<file path="src/rtl/keypad_scan_rx.sv">
// keypad_scan_rx: 4x4 keypad column scanner with debounced single-strobe key reporting.
// Define KEYPAD_HEX_MAP_EN to report hex keypad labels instead of raw {row, col} codes.
module keypad_scan_rx #(
  parameter int SCAN_BITS    = 17,
  parameter int DEBOUNCE_CNT = 20
) (
  input  logic       clk,
  input  logic       reset,
  input  logic [3:0] row_in,
  output logic [3:0] col_out,
  output logic [3:0] key_code,
  output logic       key_valid,
  output logic       key_held
);
  typedef enum logic [1:0] {SCAN, DEBOUNCE, PRESSED} state_t;
  localparam logic [7:0] DC = 8'(DEBOUNCE_CNT);
  state_t state, state_n;
  logic [3:0] s1, rows_s, code_n;
  logic [SCAN_BITS-1:0] dwell;
  logic [1:0] col_idx, row_idx, cand_row, cand_row_n;
  logic [7:0] stable, stable_n, stable_inc;
  logic sample, valid, accept, advance, held_n;
  assign sample = &dwell;
  // Multi-key patterns are treated as idle so ghosted keys are never reported.
  assign valid = $countones(~rows_s) == 1;
  assign row_idx = !rows_s[0] ? 2'd0 : !rows_s[1] ? 2'd1 : !rows_s[2] ? 2'd2 : 2'd3;
  assign stable_inc = (stable == 8'hFF) ? stable : stable + 8'd1;
  assign col_out = ~(4'b0001 << col_idx);
`ifdef KEYPAD_HEX_MAP_EN
  localparam logic [63:0] HEX = 64'hDEF0_C987_B654_A321;
  assign code_n = HEX[{cand_row_n, col_idx, 2'b00} +: 4];
`else
  assign code_n = {cand_row_n, col_idx};
`endif
  always_comb begin
    state_n = state;
    stable_n = stable;
    cand_row_n = cand_row;
    accept = 1'b0;
    advance = 1'b0;
    held_n = key_held;
    if (sample) begin
      if (state == SCAN) begin
        if (valid) begin
          cand_row_n = row_idx;
          stable_n = 8'd1;
          state_n = DEBOUNCE;
          if (DC <= 8'd1) begin
            accept = 1'b1;
            stable_n = 8'd0;
            state_n = PRESSED;
            held_n = 1'b1;
          end
        end else advance = 1'b1;
      end else if (state == DEBOUNCE) begin
        if (valid && row_idx == cand_row) begin
          stable_n = stable_inc;
          if (stable_inc >= DC) begin
            accept = 1'b1;
            stable_n = 8'd0;
            state_n = PRESSED;
            held_n = 1'b1;
          end
        end else begin
          stable_n = 8'd0;
          state_n = SCAN;
          advance = 1'b1;
        end
      end else begin
        stable_n = valid ? 8'd0 : stable_inc;
        if (!valid && stable_inc >= DC) begin
          stable_n = 8'd0;
          state_n = SCAN;
          held_n = 1'b0;
        end
      end
    end
  end
  always_ff @(posedge clk) begin
    if (reset) begin
      s1 <= 4'hF;
      rows_s <= 4'hF;
      dwell <= '0;
      col_idx <= '0;
      state <= SCAN;
      stable <= '0;
      cand_row <= '0;
      key_code <= '0;
      key_valid <= 1'b0;
      key_held <= 1'b0;
    end else begin
      s1 <= row_in;
      rows_s <= s1;
      dwell <= dwell + 1'b1;
      col_idx <= col_idx + 2'(advance);
      state <= state_n;
      stable <= stable_n;
      cand_row <= cand_row_n;
      key_valid <= accept;
      key_held <= held_n;
      if (accept) key_code <= code_n;
    end
  end
endmodule

</file>
<file path="config.mk">
export PLATFORM = sky130hd
export DESIGN_NAME = keypad_scan_rx
export DESIGN_NICKNAME = d
export VERILOG_FILES = /design/src/rtl/keypad_scan_rx.sv
export SDC_FILE = /design/constraint.sdc
export NUM_CORES = 1
export LEC_CHECK = 0
export CAP_MARGIN = 20
export CORE_ASPECT_RATIO = 2
export CORE_MARGIN = 4
export CORE_UTILIZATION = 45
export CTS_CLUSTER_SIZE = 10
export DETAILED_ROUTE_END_ITERATION = 6
export GPL_TIMING_DRIVEN = 1
export HOLD_SLACK_MARGIN = 0.1
export PLACE_DENSITY_LB_ADDON = 0.2
export SLEW_MARGIN = 15
export SYNTH_ARGS = -nofsm -noshare
export SYNTH_HDL_FRONTEND = slang
export SYNTH_SLANG_ARGS = --single-unit
</file>
<file path="constraint.sdc">
create_clock -name clk -period 3.8 [get_ports clk]
set_input_delay 0.57 -clock clk [delete_from_list [all_inputs] [get_ports clk]]
set_output_delay 0.57 -clock clk [all_outputs]
set_load 0.05 [all_outputs]
</file>
Yosys cells after proc, flatten, opt, wreduce, memory -nomap -nowiden
Cells that the tools add are included.
{ "word_totals": {"ff_bits": 45, "out_inout_bits": 10, "elab_cells": 73} }
{ "op_classes": {"add_sub_neg": 6, "order_cmp": 1, "eq_ne": 8, "shift": 1, "muxes": 34, "n_bitwise": 3, "n_reduce_logical": 10} }
{ "ops": {"columns": ["op", "n"], "rows": [
  ["8-bit two-way mux", 8],
  ["2-bit two-way mux", 11],
  ["21-bit AND reduction", 1],
  ["20-bit AND reduction", 1],
  ["18-bit AND reduction", 1],
  ["17-bit by 1-bit adder with 17-bit output, second input constant", 1],
  ["17-bit AND reduction", 1],
  ["1-bit two-way mux", 15],
  ["8-bit by 1-bit adder with 8-bit output, second input constant", 1],
  ["8-bit == test, second input constant", 1],
  ["8-bit by 5-bit greater-or-equal comparator with 1-bit output, second input constant", 1],
  ["4-bit NOT", 2],
  ["1-bit by 1-bit adder with 2-bit output", 2],
  ["2-bit by 1-bit inequality test with 1-bit output, second input constant", 2],
  ["4-bit by 3-bit inequality test with 1-bit output, second input constant", 1],
  ["1-bit by 2-bit left shift with 4-bit output, first input constant", 1],
  ["2-bit by 2-bit adder with 3-bit output", 1],
  ["3-bit by 1-bit == test with 1-bit output, second input constant", 1],
  ["3-bit nonzero test", 1],
  ["2-bit by 1-bit adder with 2-bit output", 1],
  ["2-bit by 1-bit == test with 1-bit output, second input constant", 1],
  ["2-bit == test", 1],
  ["1-bit logical AND", 2],
  ["2-bit logical NOT", 1],
  ["4 further kinds", 4]
]} }

Depth between registers and ports, before layout
Gate-level depths: netlist of the first run.
{ "logic_depth": {"word_depth": 10, "ltp_mapped": 11, "ltp_nobuf": 10} }

Worst setup path after synthesis of the first run
Ideal clock, no wire load.
{ "synth_timing": {"kind": "flip-flop to flip-flop", "startpoint": "register rows_s[0]", "endpoint": "register key_code[2]", "arrival_ps": 2598, "required_ps": 3679, "path_slack_ps": 1081, "path_stages_with_launch": 10, "n_path_buf": 0, "path_cell_list": "dfxtp_1 fa_1 inv_1 ha_1 ha_1 or3b_1 nor3b_2 nand4_1 nor2_2 mux2_4"} }
{ "synth_between": {"elab_chain_cells": 9, "elab_cells_between_ends": 14, "cone_classes": "add/sub (2); eq/ne (2); mux (8); bitwise (1); reduce/logical (1)"} }
{ "synth_rtl": {"columns": ["item", "line_no", "text"], "rows": [
  ["start, declared", "18", "logic [3:0] s1, rows_s, code_n;"],
  ["start signal, assigned", "82", "rows_s <= 4'hF;"],
  ["start signal, assigned", "93", "rows_s <= s1;"],
  ["4-bit NOT", "25", "assign valid = $countones(~rows_s) == 1;"],
  ["1-bit by 1-bit adder with 2-bit output (not written as such)", "25", null],
  ["2-bit by 2-bit adder with 3-bit output (not written as such)", "25", null],
  ["3-bit by 1-bit == test with 1-bit output", "25", null],
  ["1-bit logical AND", "56", "if (valid && row_idx == cand_row) begin"],
  ["1-bit two-way mux", "56", null],
  ["1-bit two-way mux", "55", "end else if (state == DEBOUNCE) begin"],
  ["1-bit two-way mux", "43", "if (state == SCAN) begin"],
  ["1-bit two-way mux", "42", "if (sample) begin"],
  ["end signal, assigned", "101", "if (accept) key_code <= code_n;"],
  ["end, declared", "11", "output logic [3:0] key_code,"]
]} }
Several ways; a longest one is shown, not always the timed one.
A chain may end at the register's enable or synchronous reset.

Final worst setup path of the first run
{ "layout_timing": {"startpoint": "register rows_s[0]", "endpoint": "register stable[3]"} }
{ "layout_between": {"elab_chain_cells": 9, "elab_cells_between_ends": 16, "cone_classes": "add/sub (2); eq/ne (3); mux (6); bitwise (1); reduce/logical (4)"} }
{ "layout_rtl": {"columns": ["item", "line_no", "text"], "rows": [
  ["4-bit NOT", "25", null],
  ["1-bit by 1-bit adder with 2-bit output (not written as such)", "25", null],
  ["2-bit by 2-bit adder with 3-bit output (not written as such)", "25", null],
  ["3-bit by 1-bit == test with 1-bit output", "25", null],
  ["1-bit logical NOT", "71", "if (!valid && stable_inc >= DC) begin"],
  ["1-bit logical AND", "71", null],
  ["8-bit two-way mux", "71", null],
  ["8-bit two-way mux", "55", null],
  ["8-bit two-way mux", "43", null],
  ["end signal, assigned", "97", "stable <= stable_n;"],
  ["end, declared", "21", "logic [7:0] stable, stable_n, stable_inc;"]
]} }
Several ways; a longest one is shown, not always the timed one.

==> results of run 1 <==
## routing by layer
layer | share of wire (%) | vias up
met3 | 1.8 | 6
met1 | 39 | 774
li1 | - | 843
met5 | 0 | -
met2 | 57 | 20
met4 | 2.6 | 0
## cell usage in the layout (no fill, tap or decap), drive strengths merged, types with 3 or more instances in the layout
master,count
dfxtp,45
nor2,25
nand3,17
clkdlybuf4s50,15
nand2,10
xor2,10
a21oi,10
or2,9
nor2b,7
ha,7
inv,6
nand4,6
o21ai,6
and3,5
xnor2,5
clkbuf,5
nor3,5
nor3b,5
a211oi,4
nand2b,3
mux2i,3
or3,3
and4,3
a31o,3
## worst paths after layout
check,startpoint,end,slack [ns],depth (start not counted)
max reg2reg,rows_s[0],stable[3],0.80,9
min,s1[0],rows_s[0],0.41,1
max,rows_s[0],stable[3],0.80,9
min reg2reg,s1[0],rows_s[0],0.41,1
## metrics by stage
stage / hold slack [ns] / area (um^2) / total power, mW
5_1_grt: 0.426 / 2480 / 0.980
4_1_cts: 0.418 / 2480 / 0.957
6_report: 0.414 / 2480 / 0.948
2_1_floorplan: 0.389 / 2170 / 0.521
3_3_place_gp: 0.392 / 2350 / 0.533
3_5_place_dp: 0.396 / 2350 / 0.534
## final cells by class
cell class,count,area (um^2),area share [%]
clock buffer,5,68.8,2.77
clock inverter,3,65.1,2.62
inverter,6,22.5,0.907
multi-input combinational,169,1190,48.0
sequential,45,901,36.3
tap,55,68.8,2.77
timing repair buffer,17,165,6.65
## registers in the layout, summed over array words and instances (netlist names)
name       cells
col_idx        2
stable         8
state          2
s1             4
cand_row       2
key_held       1
key_code       4
rows_s         4
key_valid      1
dwell         17
## cell families after synthesis
group,after synthesis,synth area share [%]
buffers and inverters,14,3.46
muxes,5,2.77
and+or+nand+nor,104,27.6
xor gates and xnor gates,15,6.06
AOI/OAI and AO/OA,37,13.6
DFF,45,41.5
adders and majority gates,8,4.96
## power groups by stage
| stage | logic [mW] | clock network [mW] | registers, mW |
|---|---|---|---|
| after global routing | 0.0466 | 0.451 | 0.483 |
| after floorplan | 0.0292 | 0 | 0.492 |
| after detailed placement | 0.0408 | 0 | 0.493 |
| after CTS | 0.0412 | 0.434 | 0.482 |
| final | 0.0406 | 0.426 | 0.482 |
| after global placement | 0.0405 | 0 | 0.493 |
## worst max-delay path: cells and delay by family, from the launching register on
family | cells | cell delay [ns]
AOI/OAI and AO/OA | 2 | 0.43
and+or+nand+nor | 3 | 1.11
buffers and inverters | 1 | 0.04
adders and majority gates | 3 | 1.00
DFF | 1 | 0.35
==> impl_metrics.csv, run 1 <==
group,metric,value,unit
grt,grt_pass1_wl,7220,um
logic_synthesis,synth_edf_count,0,
setup_path,crit_chain,"fa_1, inv_1, ha_1, ha_1, or3b_1, nand2_1, and3_1, a41oi_1, a211oi_2",
place,post-dp-hpwl,3160,um
sta,fin_crit,3.00,ns
place,io_buffers,15,
grt,grt_pass1_vias,1641,
place,post-place-cells,292,
logic_synthesis,ys_types,53,
logic_synthesis,syn_nets,242,
sta,setup_ws,0.797,ns
grt,grt.busiest_layer,"met2",
grt,antenna_found_initial,0,
floorplan,die_h,106,um
pwr,p_per_area,382,nW/um^2
setup_path,cpMostUsedCell,"ha_1",
cts,cts_tree,"yes",
detailed_routing,first_iter_violations,27,
logic_synthesis,async_flop_share,0,%
place,place.gp.congestion,0.812,
logic_synthesis,synth_area_leaders,"dfxtp_1 (42%), ha_1 (4.0%), xor2_1 (4.0%)",
detailed_routing,drtPass1Iterations,4,
logic_synthesis,ys_top_cells_by_count,"dfxtp_1 (45), nor2_1 (23), nand3_1 (17)",
job,drv_cap,0,
logic_synthesis,yosysWarnings,0,
logic_synthesis,yosysMostFrequentCell,"dfxtp_1",
cts,cts_sinks,45,
floorplan,core_region_area,4640,um^2
logic_synthesis,synth_flop_cell,"dfxtp_1",
layout,drive_above_1_share,14.7,%
detailed_routing,drt-total-wl,4250,um
sta,setup_viol,0,
detailed_routing,drcViolationCount,0,
cts,holdBufCountCts,0,
min_path,hp-class,"flip-flop to flip-flop",
grt,use_met3,2.55,%
logic_synthesis,yosysTopAreaCellShare,41.5,%
cts,postCtsResizedCells,0,
sta,fin_crit_sh,79.0,%
floorplan,io_pins,16,
floorplan,initial_core_util,46.7,%
grt,use_met2,28.4,%
cts,htree_levels,2,
floorplan,num_rows,35,
grt,grt_usage,15.1,%
place,preCtsSetupSlack,0.815,ns
sta,skew,0.00748,ns
pwr,p_switching,190,uW
pwr,ir_drop,0.366,mV
cts,root_buffer,"clkbuf_8",
layout,nFillCells,459,
setup_path,slowest_delay,0.57,ns
cts,clk_latency,0.30,ns
detailed_routing,vias,1643,
cts,clk_path_buf_depth,2,
floorplan,die_x,57.1,um
layout,antennaDiodeCount,0,
layout,final_nets,258,
sta,tns,0,ns
logic_synthesis,synth_top_area_cell,"dfxtp_1",
setup_path,cp.arrival,3.22,ns
layout,instances_no_fill,300,
detailed_routing,vias_per_cell,5.48,
setup_path,slowest_stage,"and3_1",
logic_synthesis,syn_avg_cell_area,9.51,um^2
pwr,power.share.sequential,50.8,%
cts,path_clk_slew,0.08,ns
sta,max_clock_freq,0.333,GHz
pwr,pwr-share-clk,44.9,%
detailed_routing,wl_per_cell,14.2,um
setup_path,startpoint_type,"flip-flop",
sta,max_slew_margin,55.8,%
setup_path,cp_max_fo,17,
sta,rsz0062_at_grt,"no",
logic_synthesis,synthCells,228,
cts,numCtsBuffers,5,
sta,drv_slew,0,
setup_path,end_kind,"flip-flop",
pwr,p_leak,0.924,nW
detailed_routing,detail-route-antenna-nets,0,
logic_synthesis,synth_seq_cells,45,
pwr,swShare,20.1,%
pwr,internal-power,758,uW
sta,final_hold_viol_count,0,
layout,area_growth,14.5,%
sta,worst_pin_slew,0.660,ns
grt,overflow,0,
cts,post_cts_buffers,0,
run_status,outcome,"complete, no violations",
grt,use_met1,15.2,%
floorplan,fp.dieArea,6060,um^2
pwr,combPwrFrac,4.3,%
setup_path,crit_type,"flip-flop to flip-flop",
logic_synthesis,syn_area,2170,um^2
grt,grt_start_max_net_pins,28,
layout,fin_util,53.5,%
setup_path,critPathRequiredTime,4.02,ns
logic_synthesis,ys_seq_area_share,41.5,%
No activity file was read; power rests on OpenSTA's default activity.
==> run 2: changes to the inputs <==
==> constraint.sdc (replaced) <==
create_clock -name clk -period 2.74 [get_ports clk]
set_input_delay 0.411 -clock clk [delete_from_list [all_inputs] [get_ports clk]]
set_output_delay 0.411 -clock clk [all_outputs]
set_load 0.05 [all_outputs]
==> run 2 against run 1 <==
Net effect: clock power is 18% higher; count of clock-buffer cells in the layout is 1 higher; register-to-register slack worse by 0.77 ns; die area stayed put; final area is 5.4% higher; sequential share of layout area is 1.8 points lower; via count is 5.3% higher; wire length is 4.0% higher; critical endpoint is now key_code[2].
==> impl_metrics.csv, run 2 (synthesis gave the netlist of run 1 again) <==
group,metric,value,unit
sta,tns,0,ns
place,post-place-cells,299,
cts,clk_latency,0.31,ns
layout,largest-register,"dwell",
floorplan,initial_core_util,46.7,%
setup_path,slowest_stage,"fa_1",
detailed_routing,first_iter_violations,52,
sta,max_slew_margin,60.9,%
setup_path,cp_max_fo,3,
layout,reg_top3,"dwell (17), stable (8)",
pwr,p_per_area,477,nW/um^2
sta,max_clock_freq,0.369,GHz
layout,final_common_cell,"dfxtp_1",
sta,worst_pin_slew,0.584,ns
grt,use_met1,14.7,%
layout,area_growth,20.7,%
cts,cts_sinks,45,
layout,largest_reg_flops,17,
floorplan,core_region_area,4640,um^2
detailed_routing,drt-total-wl,4420,um
sta,fin_crit_sh,99.0,%
sta,fin_crit,2.71,ns
grt,overflow,0,
setup_path,cp.arrival,2.90,ns
detailed_routing,drcViolationCount,0,
detailed_routing,wl_per_cell,14.0,um
detailed_routing,drtPass1Iterations,4,
cts,numCtsBuffers,5,
setup_path,crit_family,"simple AND/OR/NAND/NOR gates",
setup_path,crit_chain,"fa_1, inv_1, ha_2, ha_4, or3b_4, nor3b_2, nand4_1, nor2_2, mux2_4",
pwr,ir_drop,0.360,mV
run_status,outcome,"complete, no violations",
setup_path,end_kind,"flip-flop",
floorplan,num_rows,35,
grt,antenna_found_initial,0,
sta,setup_viol,0,
grt,grt_pass1_wl,7450,um
cts,path_clk_slew,0.08,ns
place,post-dp-hpwl,3180,um
floorplan,fp.dieArea,6060,um^2
sta,final_hold_viol_count,0,
min_path,hp-class,"flip-flop to flip-flop",
setup_path,timing.critical_path.buf_inv,1,
grt,use_met3,3.40,%
layout,multi_input_area,1210,um^2
grt,use_met2,30.4,%
floorplan,die_x,57.1,um
detailed_routing,vias,1730,
sta,skew,0.0104,ns
job,drv_cap,0,
layout,nFillCells,461,
grt,grt.busiest_layer,"met2",
layout,drive_above_1_share,20.8,%
cts,root_buffer,"clkbuf_8",
pwr,p_leak,0.991,nW
cts,cts_tree,"yes",
cts,clk_path_buf_depth,2,
floorplan,die_h,106,um
grt,grt_usage,15.6,%
setup_path,critPathRequiredTime,2.93,ns
place,io_buffers,15,
grt,grt_pass1_vias,1642,
place,place.gp.congestion,0.841,
layout,final_nets,273,
detailed_routing,vias_per_cell,5.49,
grt,grt_start_max_net_pins,47,
layout,antennaDiodeCount,0,
cts,htree_levels,2,
detailed_routing,detail-route-antenna-nets,0,
layout,layout_common_cells,"dfxtp_1 (44), nor2_1 (23), nand3_1 (17)",
floorplan,io_pins,16,
setup_path,slowest_delay,0.53,ns
setup_path,crit_type,"flip-flop to flip-flop",
layout,seq_area,902,um^2
layout,instances_no_fill,315,
sta,rsz0062_at_grt,"yes",
setup_path,startpoint_type,"flip-flop",
sta,drv_slew,0,
[run 2: timing repair]
item / in CTS / in global routing
buffers inserted: 1 / 7
gates cloned: 0 / 0
gates resized for setup: 3 / 1
hold buffers: 0 / 0
endpoints found under the setup margin: 4 / 4
pin swaps: 4 / 4
[run 2: final timing paths]
path / start / endpoint / slack (ns) / cells after the start
min: s1[2] / rows_s[2] / 0.41 / 1
max reg2reg: rows_s[0] / key_code[2] / 0.03 / 9
max: rows_s[0] / key_code[2] / 0.03 / 9
min reg2reg: s1[2] / rows_s[2] / 0.41 / 1
[run 2: stage by stage]
stage	hold slack (ns)	worst slack [ns]	total power, mW	cell area [um^2]	utilization, %
6_report	0.412	0.0281	1.25	2620	56.4
2_1_floorplan	0.389	0.0208	0.723	2170	-
3_5_place_dp	0.393	-0.113	0.755	2430	52.3
3_3_place_gp	0.393	-0.00592	0.753	2430	52.3
4_1_cts	0.415	0.0194	1.27	2560	55.2
5_1_grt	0.438	-0.0513	1.30	2620	56.4
[run 2: area by class of cell]
cell class | instances | share of cell area [%]
inverters | 6 | 0.860
clock buffers | 6 | 2.77
multi-input cells | 169 | 46.2
well taps | 55 | 2.63
clock inverters | 2 | 1.48
repair buffers | 32 | 11.6
flip-flops and latches | 45 | 34.5
[run 2: worst reg2reg max path, cell delays in order (launching register included)]
cell	delay (ns)
dfxtp_2	0.34
fa_1	0.53
inv_1	0.05
ha_2	0.18
ha_4	0.22
or3b_4	0.39
nor3b_2	0.23
nand4_1	0.17
nor2_2	0.20
mux2_4	0.31
[run 2: layer usage]
metal / part of all wire (%) / vias to the layer above
li1: - / 872
met1: 37 / 831
met2: 60 / 21
met3: 2.2 / 6
met4: 1.4 / 0
met5: 0 / -
[run 2: power breakdown]
group	switching (mW)	internal (mW)	total [mW]	leakage [nW]
Sequential	0.00505	0.663	0.668	0.365
Combinational	0.0358	0.0424	0.0783	0.571
Clock	0.229	0.274	0.503	0.0554
